File: src/rtl/div_if.sv
// div_if: request/response bundle between the execute stage and the iterative divider.
interface div_if;
    logic        start;
    logic [1:0]  op;
    logic [31:0] dividend;
    logic [31:0] divisor;
    logic [4:0]  rd_i;
    logic        kill;
    logic        busy;
    logic        done;
    logic [31:0] result;
    logic [4:0]  rd_o;

    modport master (
        output start, op, dividend, divisor, rd_i, kill,
        input  busy, done, result, rd_o
    );

    modport slave (
        input  start, op, dividend, divisor, rd_i, kill,
        output busy, done, result, rd_o
    );
endinterface

File: src/rtl/div_unit.sv
// div_unit: iterative 32-bit DIV/DIVU/REM/REMU, restoring division, one quotient bit per cycle.
// Define DIV_ZERO_FASTPATH_EN to send zero-divisor requests straight from IDLE to FIN.
module div_unit (
    input  logic clk,
    input  logic reset_n,
    div_if.slave bus
);
    typedef enum logic [1:0] {IDLE, CALC, FIN} state_t;

    state_t      state, state_n;
    logic [31:0] quo, rem, den;
    logic [5:0]  cnt;
    logic [4:0]  rd;
    logic        neg_q, neg_r, is_rem, dz;
    logic        accept, sgn, last, fast;
    logic [32:0] shifted, diff;
    logic [31:0] quo_n, rem_n, quo_f, rem_f, abs_a, abs_b;

    assign accept = state == IDLE && bus.start && !bus.kill;
    assign sgn    = !bus.op[0];
    assign abs_a  = sgn && bus.dividend[31] ? -bus.dividend : bus.dividend;
    assign abs_b  = sgn && bus.divisor[31] ? -bus.divisor : bus.divisor;
    assign last   = cnt == 6'd1;

`ifdef DIV_ZERO_FASTPATH_EN
    assign fast = bus.divisor == 32'd0;
`else
    assign fast = 1'b0;
`endif

    // Restoring step: keep the trial difference only when it did not borrow.
    assign shifted = {1'b0, rem[30:0], quo[31]} | {rem[31], 32'd0};
    assign diff    = shifted - {1'b0, den};
    assign rem_n   = diff[32] ? shifted[31:0] : diff[31:0];
    assign quo_n   = {quo[30:0], !diff[32]};
    // A zero divisor leaves |dividend| as remainder, so only the quotient needs forcing.
    assign quo_f   = dz ? 32'hFFFF_FFFF : (neg_q ? -quo_n : quo_n);
    assign rem_f   = neg_r ? -rem_n : rem_n;

    always_ff @(posedge clk) begin
        if (!reset_n)
            state <= IDLE;
        else
            state <= state_n;
    end

    always_comb begin
        state_n  = state;
        bus.busy = state != IDLE;
        bus.done = state == FIN;
        case (state)
            IDLE:    state_n = accept ? (fast ? FIN : CALC) : IDLE;
            CALC:    state_n = last ? FIN : CALC;
            default: state_n = IDLE;
        endcase
        if (bus.kill)
            state_n = IDLE;
    end

    always_ff @(posedge clk) begin
        if (!reset_n) begin
            quo        <= '0;
            rem        <= '0;
            den        <= '0;
            cnt        <= '0;
            rd         <= '0;
            neg_q      <= 1'b0;
            neg_r      <= 1'b0;
            is_rem     <= 1'b0;
            dz         <= 1'b0;
            bus.result <= '0;
            bus.rd_o   <= '0;
        end else if (accept) begin
            quo    <= abs_a;
            rem    <= '0;
            den    <= abs_b;
            cnt    <= 6'd32;
            rd     <= bus.rd_i;
            neg_q  <= sgn && (bus.dividend[31] ^ bus.divisor[31]);
            neg_r  <= sgn && bus.dividend[31];
            is_rem <= bus.op[1];
            dz     <= bus.divisor == 32'd0;
            if (fast) begin
                bus.result <= bus.op[1] ? bus.dividend : 32'hFFFF_FFFF;
                bus.rd_o   <= bus.rd_i;
            end
        end else if (state == CALC && !bus.kill) begin
            quo <= quo_n;
            rem <= rem_n;
            cnt <= cnt - 6'd1;
            if (last) begin
                bus.result <= is_rem ? rem_f : quo_f;
                bus.rd_o   <= rd;
            end
        end
    end
endmodule

File: src/flat_wrapper.sv
// flat-port wrapper written by rule: the top's interface ports become plain ports
module div_unit_flat 
  (clk, reset_n, bus_start, bus_op, bus_dividend, bus_divisor, bus_rd_i, bus_kill, bus_busy, bus_done, bus_result, bus_rd_o);
  div_if bus_i ();
  input  logic clk;
  input  logic reset_n;
  input wire logic [$bits(bus_i.start)-1:0] bus_start;
  input wire logic [$bits(bus_i.op)-1:0] bus_op;
  input wire logic [$bits(bus_i.dividend)-1:0] bus_dividend;
  input wire logic [$bits(bus_i.divisor)-1:0] bus_divisor;
  input wire logic [$bits(bus_i.rd_i)-1:0] bus_rd_i;
  input wire logic [$bits(bus_i.kill)-1:0] bus_kill;
  output wire logic [$bits(bus_i.busy)-1:0] bus_busy;
  output wire logic [$bits(bus_i.done)-1:0] bus_done;
  output wire logic [$bits(bus_i.result)-1:0] bus_result;
  output wire logic [$bits(bus_i.rd_o)-1:0] bus_rd_o;
  assign bus_i.start = bus_start;
  assign bus_i.op = bus_op;
  assign bus_i.dividend = bus_dividend;
  assign bus_i.divisor = bus_divisor;
  assign bus_i.rd_i = bus_rd_i;
  assign bus_i.kill = bus_kill;
  assign bus_busy = bus_i.busy;
  assign bus_done = bus_i.done;
  assign bus_result = bus_i.result;
  assign bus_rd_o = bus_i.rd_o;
  div_unit u_core (.clk(clk), .reset_n(reset_n), .bus(bus_i));
endmodule
File: config.mk
export PLATFORM = sky130hd
export DESIGN_NAME = div_unit_flat
export DESIGN_NICKNAME = d
export VERILOG_FILES = /design/src/rtl/div_if.sv /design/src/rtl/div_unit.sv /design/src/flat_wrapper.sv
export SDC_FILE = /design/constraint.sdc
export NUM_CORES = 1
export LEC_CHECK = 0
export ABC_AREA = 0
export BUFFER_PORTS_ARGS = -buffer_cell sky130_fd_sc_hd__buf_2
export CORE_MARGIN = 5
export CORE_UTILIZATION = 45
export DETAILED_ROUTE_END_ITERATION = 16
export PLACE_DENSITY = 0.62
export RECOVER_POWER = 100
export SKIP_LAST_GASP = 1
export SYNTH_ARGS = -nofsm -noshare
export SYNTH_HDL_FRONTEND = slang
export SYNTH_SLANG_ARGS = --single-unit
export TNS_END_PERCENT = 50
File: constraint.sdc
create_clock -name clk -period 8.09 [get_ports clk]
set_input_delay 0.809 -clock clk [delete_from_list [all_inputs] [get_ports clk]]
set_output_delay 0.809 -clock clk [all_outputs]
set_load 0.005 [all_outputs]
# ---- After elaboration in Yosys (flattened, before gate mapping)
# Index checks and enable logic that the tools add are counted.
dict set report totals {
  reg_bits 150
  input_bits 75
  output_inout_bits 39
  word_cells 56
}
dict set report classes {
  add_sub_neg 6
  eq_ne 3
  mux 14
  bitwise 4
  n_reduce_logical 16
}
# operator count
set op_table {}
lappend op_table {{2-to-1 mux 32 bit} 9}
lappend op_table {{negation 32 bit} 4}
lappend op_table {{bitwise OR 32 x 33 -> 33 bit} 1}
lappend op_table {{subtractor 33 x 32 -> 33 bit} 1}
lappend op_table {{logical NOT 32 bit} 1}
lappend op_table {{2-to-1 mux 6 bit} 2}
lappend op_table {{equality test 6 x 1 -> 1 bit, second input constant} 1}
lappend op_table {{logical AND 1 bit} 6}
lappend op_table {{subtractor 6 x 1 -> 6 bit, second input constant} 1}
lappend op_table {{one-hot mux 2 bit (2 select lines)} 1}
lappend op_table {{nonzero test 2 bit} 2}
lappend op_table {{OR reduction 2 bit} 2}
lappend op_table {{logical NOT 1 bit} 3}
lappend op_table {{AND reduction 3 bit} 1}
lappend op_table {{equality test 2 x 1 -> 1 bit, second input constant} 1}
lappend op_table {{equality test 2 bit, second input constant} 1}
lappend op_table {{logical NOT 2 bit} 1}
lappend op_table {{2-to-1 mux 2 bit} 1}
lappend op_table {{NOT 1 bit} 2}
lappend op_table {{2-to-1 mux 1 bit} 1}
lappend op_table {{XOR 1 bit} 1}

# ---- Depth between registers and ports, before layout
dict set report logic_depth {
  word_depth 7
  ltp_mapped 23
  depth_no_buf 20
}

# ---- Least setup slack after synthesis
# No wires, ideal clock.
dict set report synth_path {
  path_type {register to register}
  startpoint {reg u_core.quo[31]}
  endpoint {reg u_core.bus.result[28]}
  setup_time_ns 0.087
  arrival_ns 4.792
  required_ns 8.003
  path_slack_ns 3.211
  stages_incl_launch_ff 24
  n_path_buf 3
  period_less_slack_ns 4.879
  cell_sequence {dfxtp_1 -> inv_1 -> ha_1 -> inv_1 -> fa_1 -> a211oi_1 -> o211ai_1 -> and2_4 -> o21ai_2 -> a211oi_4 -> inv_4 -> buf_4 -> clkbuf_1 -> buf_2 -> ha_1 -> nand3_1 -> nand2b_1 -> or4_1 -> or3_1 -> o31ai_1 -> xor2_1 -> a21oi_1 -> o21ai_0 -> o31ai_1}
}
dict set report synth_via {
  elab_chain_len 7
  elab_cells_between_ends 10
  cone_classes {add/sub: 3; mux: 5; bitwise: 1; reduce/logical: 1}
}
# item line_no
set synth_lines {}
lappend synth_lines {{start: declaration} div_unit.sv:11} ;# logic [31:0] quo, rem, den;
lappend synth_lines {{start signal: assignment} div_unit.sv:74} ;# quo <= abs_a;
lappend synth_lines {{start signal: assignment} div_unit.sv:88} ;# quo <= quo_n;
lappend synth_lines {{bitwise OR 32 x 33 -> 33 bit (*)} div_unit.sv:32} ;# assign shifted = {1'b0, rem[30:0], quo[31]} | {rem[31], 32'd0};
lappend synth_lines {{subtractor 33 x 32 -> 33 bit} div_unit.sv:33} ;# assign diff = shifted - {1'b0, den};
lappend synth_lines {{logical NOT 1 bit} div_unit.sv:35} ;# assign quo_n = {quo[30:0], !diff[32]};
lappend synth_lines {{negation 32 bit} div_unit.sv:37} ;# assign quo_f = dz ? 32'hFFFF_FFFF : (neg_q ? -quo_n : quo_n);
lappend synth_lines {{2-to-1 mux 32 bit (2 in a row)} div_unit.sv:37}
lappend synth_lines {{2-to-1 mux 32 bit (*)} div_unit.sv:92} ;# bus.result <= is_rem ? rem_f : quo_f;
lappend synth_lines {{end signal: assignment} div_unit.sv:84} ;# bus.result <= bus.op[1] ? bus.dividend : 32'hFFFF_FFFF;
lappend synth_lines {{end signal: assignment} div_unit.sv:92}
lappend synth_lines {{end: declaration} div_if.sv:21} ;# output busy, done, result, rd_o
# Every way passes the cells marked *; elsewhere a longest branch is shown, timed or not.
# A chain may end at the register's enable or synchronous reset.

# ---- Worst setup path after layout
dict set report layout_path {
  startpoint {reg u_core.quo[31]}
  endpoint {reg u_core.bus.result[24]}
}
# Same word-level chain as after synthesis.

==> results by group <==
Clock network
  – Clock tree from TritonCTS: done
  – Setup bufs post-CTS: 0
  – Max Root-Sink Buffers: 2
  – H-tree levels: 4
  – Worst skew pair latency: 430 ps
  – Clock-pin transition on the worst setup and hold timing paths: 70 ps
  – CTS Root Cell: clkbuf_16
  – Number of CTS-inserted buffers: 17
  – Post-CTS Resized: 0
  – CTS Sinks: 150
  – Hold Buf Count CTS: 0

Global routing
  – Initial antenna violation count: 0
  – Vias in the first global route: 10,400
  – Global-route wire length before repair: 56.2 mm
  – Overflow after GRT: 0
  – GRT Total Usage: 0.242
  – Largest net degree at the start of global routing: 86

Finish
  – NumNets Final: 1,693
  – Layout area overhead: 9.98%
  – Diode count: 0
  – Share of layout cells above drive strength 1: 0.0936
  – Finished Layout Cells: 1,922
  – Area of the multi-input gates: 0.00766 mm²
  – Reg area: 0.00300 mm²
  – Fillers: 2,548

Route
  – Vias: 11,300
  – Avg WL per Cell: 18.4 µm
  – WL final: 35.3 mm
  – Antenna-violating nets left: 0
  – First-pass DRT Iterations: 5
  – Drt drc: 0
  – Vias per inst: 5.90
  – Initial DRC Count: 971

Critical path
  – Crit path required time: 8410 ps
  – Crit path capture: u_core.bus.result[24]
  – Crit Path Max Fanout: 34
  – Critical Path AT: 6160 ps
  – Reg2Reg Capture Point: u_core.bus.result[24]
  – Crit-path cells: inv_1 -> ha_1 -> inv_1 -> fa_1 -> a211oi_1 -> o211ai_1 -> nand2_1 -> a21oi_1 -> a211oi_4 -> clkinvlp_2 -> a21oi_1 -> ha_1 -> nand4_1 -> nor3_1 -> a31oi_1 -> nor3_1 -> a21boi_0 -> mux2i_1 -> a221o_1
  – Critical path origin: u_core.quo[31]
  – Startpoint types: flop
  – Crit path capture type: flop
  – Crit-path slowest cell: clkinvlp_2
  – R2R setup slack: 2250 ps
  – Max incr delay on CP: 1050 ps
  – CP Class: flop to flop
  – Worst reg2reg path depth: 19
  – Reg-to-Reg Start: u_core.quo[31]

Synth
  – EDFF count, synth: 0
  – Sequential area share after synthesis: 0.265
  – Synth Warn #: 0
  – Ys flop type: dfxtp_1
  – Post-Syn Area: 0.0113 mm²
  – Mapped Nets: 1,643
  – Count leader, synth: nand2_1
  – Cell variety after synth: 80
  – Area leader, netlist: dfxtp_1
  – Mean Syn Cell Area: 7.41 µm²
  – Share of the synthesized area in the top cell type: 0.265
  – Synthesized netlist cell count: 1,529
  – #FFs+latches synth: 150
  – Async set-reset flop share out of synthesis: 0
  – Post-synth top cells: nand2_1 (195), nor2_1 (175), dfxtp_1 (150)
  – Largest cells by area after synthesis: dfxtp_1 (27%), nand2_1 (6.5%), a21oi_1 (6.1%), nor2_1 (5.8%), xnor2_1 (5.3%)

STA
  – Post-route minimum period: 5840 ps
  – RSZ-0062 raised after global routing: no
  – Final setup violation count: 0
  – Relative slew slack: -1.51
  – Worst-margin pin slew: 3770 ps
  – PnR worst setup slack: 2250 ps
  – Final hold vios: 0
  – Tcrit/Tclk final: 0.722
  – Slew Limit Fails: 235
  – Setup TNS: 0 ps
  – Fmax: 0.171 GHz
  – Clock Skew: 10.3 ps

Floorplanning
  – Die area: 0.0284 mm²
  – Core area: 0.0250 mm²
  – # rows: 58
  – Ports: 114
  – Die span in x: 169 µm
  – Starting Density: 0.454
  – DIE HEIGHT: 169 µm

Place
  – Dpl cells: 1,890
  – Worst setup slack after placement: 3010 ps
  – IO Port Bufs: 113
  – DP Wirelength: 26.5 mm
  – Placer Congestion: 0.914

Power and ir drop
  – Total power: 2310 µW
  – VDD IR max: 0.0962 mV
  – Power per standard cell area: 186 mW/mm²
  – P_leak: 0.00455 µW

Job
  – Number of max-cap violations: 3

Outcome
  – Failing checks: max-capacitance violations, max-slew violations
  – Status: finished with violations

Worst hold path
  – Hold Path Class: flop to flop
## report_power, final
part | leakage [µW] | switching, µW | internal, µW
Clock | 0.000265 | 357 | 409
Combinational | 0.00307 | 473 | 269
Sequential | 0.00122 | 35.4 | 768
Total | 0.00455 | 865 | 1450
## cells in the final DEF, fill, tap and decap left out, types with 10 or more instances in the layout
| cell | count |
|---|---|
| and3_1 | 10 |
| ha_1 | 38 |
| dfxtp_1 | 150 |
| inv_1 | 58 |
| or4_1 | 11 |
| or3_1 | 14 |
| a22oi_1 | 16 |
| o31ai_1 | 22 |
| nor4_1 | 27 |
| nand2_1 | 195 |
| a21o_1 | 15 |
| a221oi_1 | 14 |
| a211oi_1 | 55 |
| o21ai_0 | 72 |
| nor3_1 | 44 |
| clkbuf_16 | 17 |
| a21oi_1 | 140 |
| mux2i_1 | 24 |
| o41ai_1 | 12 |
| o211ai_1 | 11 |
| buf_2 | 79 |
| clkbuf_1 | 38 |
| nand3_1 | 18 |
| a311oi_1 | 24 |
| nor2_1 | 175 |
| nand4_1 | 10 |
| xnor2_1 | 68 |
| xor2_1 | 63 |
| nand2b_1 | 13 |
## stage by stage
step	instance area [µm²]	utilization	hold slack, ps
finish	12500	0.499	450
global route	12500	0.499	478
CTS	12600	0.503	451
detailed placement	12000	0.481	439
global placement	12000	0.481	432
floorplan	11300	-	432
## critical path, delay by kind of cell, from the launching register on
| family | cells | cell delay [ps] |
|---|---|---|
| AO/OA/AOI/OAI | 8 | 2290 |
| buffers and inverters | 3 | 1190 |
| AND/OR/NAND/NOR | 4 | 900 |
| adder cells (fa/ha/maj) | 3 | 860 |
| flip-flops | 1 | 330 |
| multiplexers | 1 | 150 |
## metal layers
| metal | wire, µm | track usage | share of wire |
|---|---|---|---|
| met5 | 0 | 0 | 0 |
| met4 | 544 | 0.0547 | 0.015 |
| met3 | 1850 | 0.0376 | 0.052 |
| met2 | 16100 | 0.384 | 0.45 |
| met1 | 16900 | 0.349 | 0.48 |
## cells by family (layout without fill, tap and decap cells)
logic type	Yosys count	in the layout	synth area share
AOI/OAI and AO/OA	464	464	0.278
xor gates and xnor gates	131	131	0.101
adders and majority gates	39	39	0.0437
buffers and inverters	154	217	0.0558
DFF	150	150	0.265
muxes	28	28	0.0252
and+or+nand+nor	563	563	0.231
## how the worst min path moves through the flow
stage | from | endpoint | slack [ps] | cells after the start
2_1_floorplan | u_core.rd[0] | u_core.bus.rd_o[0] | 430 | 2
5_1_grt | u_core.bus.rd_o[2] | u_core.bus.rd_o[2] | 480 | 2
3_5_place_dp | u_core.bus.result[31] | u_core.bus.result[31] | 440 | 2
6_report | u_core.bus.result[31] | u_core.bus.result[31] | 450 | 2
3_3_place_gp | u_core.bus.result[23] | u_core.bus.result[23] | 430 | 1
4_1_cts | u_core.bus.result[5] | u_core.bus.result[5] | 450 | 2
## area by class of cell
type | instances | area share
clock inverter | 13 | 0.00894
timing repair buffer | 126 | 0.0487
tap | 330 | 0.0331
inverter | 59 | 0.0179
clock buffer | 19 | 0.0356
sequential | 150 | 0.241
multi-input combinational | 1225 | 0.615
## registers in the layout (all words and copies together), names as in the netlist
register / cells
u_core.quo: 32
u_core.dz: 1
u_core.state: 2
u_core.rem: 32
u_core.cnt: 6
u_core.den: 32
u_core.neg_r: 1
u_core.bus.result: 32
u_core.bus.rd_o: 5
u_core.neg_q: 1
u_core.rd: 5
u_core.is_rem: 1
(Power assumes the default switching activity.)
